## config.mk

```make
export PLATFORM = sky130hd
export DESIGN_NAME = fetch_unit
export DESIGN_NICKNAME = d
export VERILOG_FILES = /design/src/rtl/fetch_unit.sv
export SDC_FILE = /design/constraint.sdc
export NUM_CORES = 1
export LEC_CHECK = 0
export CAP_MARGIN = 20
export CORE_ASPECT_RATIO = 0.75
export CORE_MARGIN = 2
export CORE_UTILIZATION = 30
export DETAILED_ROUTE_END_ITERATION = 6
export GPL_TIMING_DRIVEN = 0
export PLACE_DENSITY = 0.59
export SYNTH_ARGS = -nofsm -noshare
export SYNTH_HDL_FRONTEND = slang
export SYNTH_SLANG_ARGS = --single-unit
```

## constraint.sdc

```tcl
create_clock -name clk -period 3.14 [get_ports clk]
set_input_delay 0.628 -clock clk [delete_from_list [all_inputs] [get_ports clk]]
set_output_delay 0.628 -clock clk [all_outputs]
set_load 0.005 [all_outputs]
```

## src/rtl/fetch_unit.sv

```systemverilog
// LITE-16 instruction fetch stage: owns the PC, reads the same-cycle ROM and
// buffers {pc, instr} pairs in a two-entry prefetch queue toward decode.
module fetch_unit #(
    parameter logic [15:0] RESET_PC = 16'h0000,
    parameter int          DEPTH    = 2
) (
    input  logic        clk,
    input  logic        rst_n,
    output logic [15:0] rom_addr,
    input  logic [15:0] rom_data,
    output logic        out_valid,
    input  logic        out_ready,
    output logic [15:0] out_instr,
    output logic [15:0] out_pc,
    input  logic        redirect_valid,
    input  logic [15:0] redirect_addr,
    input  logic        halt,
    output logic        busy
);

    localparam logic [1:0] FULL = 2'(DEPTH);

    logic [15:0] pc_reg;
    logic [15:0] slot_pc_reg    [2];
    logic [15:0] slot_instr_reg [2];
    logic [1:0]  count_reg;
    logic        pop;
    logic        push;

    assign pop  = out_valid & out_ready;
    assign push = !halt & !redirect_valid & ((count_reg < FULL) | pop);

    // Slot 0 is the head; it is only overwritten by a newer entry, so an
    // emptied queue keeps presenting the last dequeued pair.
    always_ff @(posedge clk or negedge rst_n) begin
        if (!rst_n) begin
            pc_reg    <= RESET_PC;
            count_reg <= 2'd0;
            for (int i = 0; i < 2; i++) begin
                slot_pc_reg[i]    <= 16'h0000;
                slot_instr_reg[i] <= 16'h0000;
            end
        end else if (redirect_valid) begin
            count_reg <= 2'd0;
            pc_reg    <= redirect_addr;
        end else begin
            if (push) begin
                pc_reg <= pc_reg + 16'd1;
            end
            case ({push, pop})
                2'b10: begin
                    if (count_reg == 2'd0) begin
                        slot_pc_reg[0]    <= pc_reg;
                        slot_instr_reg[0] <= rom_data;
                    end else begin
                        slot_pc_reg[1]    <= pc_reg;
                        slot_instr_reg[1] <= rom_data;
                    end
                    count_reg <= count_reg + 2'd1;
                end
                2'b01: begin
                    if (count_reg == FULL) begin
                        slot_pc_reg[0]    <= slot_pc_reg[1];
                        slot_instr_reg[0] <= slot_instr_reg[1];
                    end
                    count_reg <= count_reg - 2'd1;
                end
                2'b11: begin
                    if (count_reg == FULL) begin
                        slot_pc_reg[0]    <= slot_pc_reg[1];
                        slot_instr_reg[0] <= slot_instr_reg[1];
                        slot_pc_reg[1]    <= pc_reg;
                        slot_instr_reg[1] <= rom_data;
                    end else begin
                        slot_pc_reg[0]    <= pc_reg;
                        slot_instr_reg[0] <= rom_data;
                    end
                end
                default: ;
            endcase
        end
    end

    assign rom_addr  = pc_reg;
    assign out_valid = (count_reg != 2'd0);
    assign out_pc    = slot_pc_reg[0];
    assign out_instr = slot_instr_reg[0];
    assign busy      = out_valid | !halt;

endmodule

```

After elaboration in Yosys (flattened, before gate mapping) --
Cells that the tools add are included.
Cells by class: reductions and logical operators 10, add/subtract/negate cells 3, order comparisons 1, mux-type cells 18, bitwise logic cells 6, eq/ne operators 8
Operators by type and width (count):
- two-way mux 16 bit | 12
- case mux 16 bit (3 select lines) | 2
- case mux 16 bit (2 select lines) | 2
- adder 16 x 1 -> 16 bit (second input constant) | 1
- inequality test 2 bit (second input constant) | 4
- AND reduction 4 bit | 2
- == test 2 bit (second input constant) | 3
- nonzero test 2 bit | 3
- nonzero test 3 bit | 2
- case mux 2 bit (2 select lines) | 1
- AND 1 bit | 3
- adder 2 x 1 -> 2 bit (second input constant) | 1
- == test 2 x 1 -> 1 bit (second input constant) | 1
- zero test 1 bit | 2
- zero test 2 bit | 1
- < comparator 2 bit (second input constant) | 1
- two-way mux 2 bit | 1
- bitwise OR 1 bit | 2
- subtractor 2 x 1 -> 2 bit (second input constant) | 1
- inverter 1 bit | 1
Word-level totals: input bits 37, register bits after elaboration 82, output and inout bits 50

Depth between registers and ports, before layout --
word-level depth 7, gate-level depth with buffers 6, depth with buffers taken out 5

Least setup slack after synthesis --
Ideal clock, no wire load.
path type input -> register, start input halt, end register slot_instr_reg, in the netlist out_instr[12], path slack 1.124 ns, data required time 3.015 ns, buffers on the path 2, arrival time 1.891 ns, stages on the path 6, cell sequence buf_2 > nor2_2 > a21oi_2 > buf_2 > mux2_2 > mux2_2
Between the ends: cells in the longest elaborated chain, start to end 6
Ends and longest elaborated chain:
- start: declaration | RTL line 17 | input logic halt,
- zero test 1 bit * | RTL line 31 | assign push = !halt & !redirect_valid & ((count_reg < FULL) | pop);
- AND 1 bit * (2 in a row) | RTL line 31
- == test 2 x 1 -> 1 bit / == test 2 bit (equally long branches) | RTL line 50 | case ({push, pop})
- inequality test 2 bit (no source line) / nonzero test 3 bit (equally long branches)
- AND reduction 4 bit (no source line)
- end: declaration | RTL line 25 | logic [15:0] slot_instr_reg [2];
Every way passes the cells marked *; elsewhere a longest branch is shown, timed or not. A chain may end at the register's enable or synchronous reset.

Final worst setup path --
start input redirect_valid, end register slot_instr_reg, in the netlist out_instr[4]
Between the ends: cells in the longest elaborated chain, start to end 6
Ends and longest elaborated chain:
- start: declaration | RTL line 15 | input logic redirect_valid,
- zero test 1 bit | RTL line 31
- AND 1 bit (2 in a row) | RTL line 31
- == test 2 x 1 -> 1 bit / == test 2 bit (equally long branches) | RTL line 50
- inequality test 2 bit (no source line) / nonzero test 3 bit (equally long branches)
- AND reduction 4 bit (no source line)
Several ways; a longest one is shown, not always the timed one.

==> out/qor.txt <==
die width: 139 µm
Worst-Margin Slew: 0.519 ns
critical-path cell list: clkdlybuf4s50_1 > nor2_2 > a21oi_2 > buf_2 > mux2_2 > mux2_2
number of library cell types mapped by synthesis: 41
vias in the first global route: 2,919
1st-iter DRT viols: 139
Combinational Power Share: 0.270
Core Util, Final: 0.408
initial antenna violation count: 0
nets@finish: 470
storage element area: 2050 µm²
worst path required time: 3.35 ns
Sw Share: 0.242
critical path's top delay family: buffers and inverters
FF-to-FF Start: count_reg[0]
Via density: 4.78
Pleak: 2.32 nW
Power Total: 3.62 mW
Total Neg Setup Slack: 0 ns
most used cell along the critical path: mux2_2
CTS Buffer Depth: 2
Critical Path Start: redirect_valid
cell internal pwr: 2.74 mW
Max Clock Freq: 0.392 GHz
Worst Setup End Kind: flip-flop
IO Pins: 87
Setup CP Type: in -> reg
sequential share of the synthesized area: 0.497
design area: 5540 µm²
Post-CTS Resized: 0
relative slew slack: 0.654
# hold bufs at CTS: 0
Period Utilization, post-route: 0.812
DRT Pass-1 Iters: 4
WP buf/inv: 2
largest net degree at the start of global routing: 55
Slew Limit Fails: 0
Clk Latency, worst-skew pair: 0.34 ns
Initial Util: 0.304
area grow syn2layout: 34.3%
sequential power share: 0.414
crit start category: primary input
Clock H-tree levels: 3
gp weighted congestion: 0.793
global-route usage over all layers: 0.132
Hold WS: 0.221 ns
clock share of power: 0.316
clk slew on worst S/H paths: 0.06 ns
total CTS buffers: 9
drt drc: 0
Core Rows: 37
Worst Skew: 0.00841 ns
fillers: 1,290
# setup viols final: 0
diode count: 0
pre-CTS setup slack: 0.243 ns
outcome: finished, final reports clean
most frequent cells in the layout: 91 x mux2_2, 83 x clkdlybuf4s50_1, 82 x dfrtp_1, 37 x buf_4, 14 x nor2_1
final hold violations: 0
IO buf count: 84
post-synth net total: 374
Die H: 106 µm
Die Area: 14,700 µm²
crit path max fanout: 10
final worst setup slack: 0.590 ns
Crit path largest cell delay: 0.65 ns
Final ANT Viol Nets: 0
routed vias: 2,924
power per cell area: 654 nW/µm²
footprint of the multi-input gates: 1710 µm²
TritonCTS clock tree: built
mapped cell area: 4130 µm²
Core Box Area: 13,600 µm²
clock sinks: 82
dpl cell area: 5210 µm²
post-layout min period: 2.55 ns
Worst Path Arrival: 2.76 ns
# Max-Cap Violations: 0
Crit-path slowest cell: clkdlybuf4s50_1
first-pass GRT wire length: 15.5 mm
Syn Inst Count: 336
placed cells: 596
worst vdd ir: 0.000266 V
Final HPWL DP: 6.73 mm
Ys Warns: 0
Switch Pwr: 878 µW
CTS root buffer: clkbuf_16
global route overflow: 0
Finished Layout Cells: 612
RSZ-0062 raised after global routing: no
final wirelength: 9.42 mm
number of setup buffers added after CTS: 0
Avg WL per Cell: 15.4 µm
syn_area_per_cell: 12.3 µm²
share of layout cells above drive strength 1: 0.380
Yosys reg bits: 82
most common cell after layout, fill and taps aside: mux2_2
hold crit path type: in -> async
-- final cells by class --
type                       count  share of cell area
clock inverter                 6              0.0163
clock buffer                  10              0.0431
inverter                       4             0.00271
sequential                    82               0.370
multi-input combinational    199               0.309
buffer                        51              0.0628
timing repair buffer          85               0.156
tap                          175              0.0395
-- cells in the mapped netlist (all sizes together) --
cell type	n	share of area
a211o	1	0.0021
a21o	1	0.0018
a21oi	3	0.0055
a221o	2	0.0049
a31oi	10	0.015
and3	3	0.0045
and4	1	0.0021
buf	47	0.080
clkbuf	4	0.0039
dfrtp	82	0.50
ha	1	0.0030
inv	4	0.0036
mux2	96	0.26
mux2i	1	0.0024
nand2	13	0.012
nand2b	1	0.0015
nand3	11	0.015
nand4	3	0.0045
nor2	15	0.014
nor2b	1	0.0015
nor3b	2	0.0036
o211ai	3	0.0055
o21ai	6	0.0073
o311a	2	0.0052
o311ai	4	0.0085
o31ai	6	0.011
or2	5	0.0076
or3	1	0.0015
or4	7	0.013
-- path summary, 6_finish.rpt --
| kind | slack [ns] | depth (start not counted) | to |
|---|---|---|---|
| hold / removal | 0.22 | 1 | slot_instr_reg[3] |
| min in group clk | 0.50 | 1 | slot_pc_reg[15] |
| hold reg to reg | 0.50 | 1 | slot_pc_reg[15] |
| max in group asynchronous | 2.31 | 2 | rom_addr[2] |
| setup / recovery | 0.59 | 6 | out_instr[4] |
| setup reg to reg | 1.10 | 6 | out_instr[4] |
-- power groups by stage --
stage	registers (mW)	logic [mW]	clock network [mW]
2_1_floorplan	1.47	0.573	0
3_3_place_gp	1.50	0.966	0
3_5_place_dp	1.52	0.990	0
4_1_cts	1.50	0.995	1.17
5_1_grt	1.54	1.06	1.23
6_report	1.50	0.978	1.15
-- cells by family after synthesis --
kind of cell | share of synthesized area
muxes | 0.264
DFF | 0.497
and+or+nand+nor | 0.0807
buffers and inverters | 0.0879
AOI/OAI and AO/OA | 0.0667
adders and majority gates | 0.00303
-- routing by layer --
| metal | global-route usage | vias to the layer above | wire length (µm) | share of wire |
|---|---|---|---|---|
| li1 | - | 1382 | - | - |
| met3 | 0.0377 | 12 | 488 | 0.052 |
| met2 | 0.202 | 76 | 4150 | 0.44 |
| met4 | 0.0354 | 0 | 106 | 0.011 |
| met5 | 0 | - | 0 | 0 |
| met1 | 0.183 | 1454 | 4670 | 0.50 |
(Power assumes the default switching activity.)
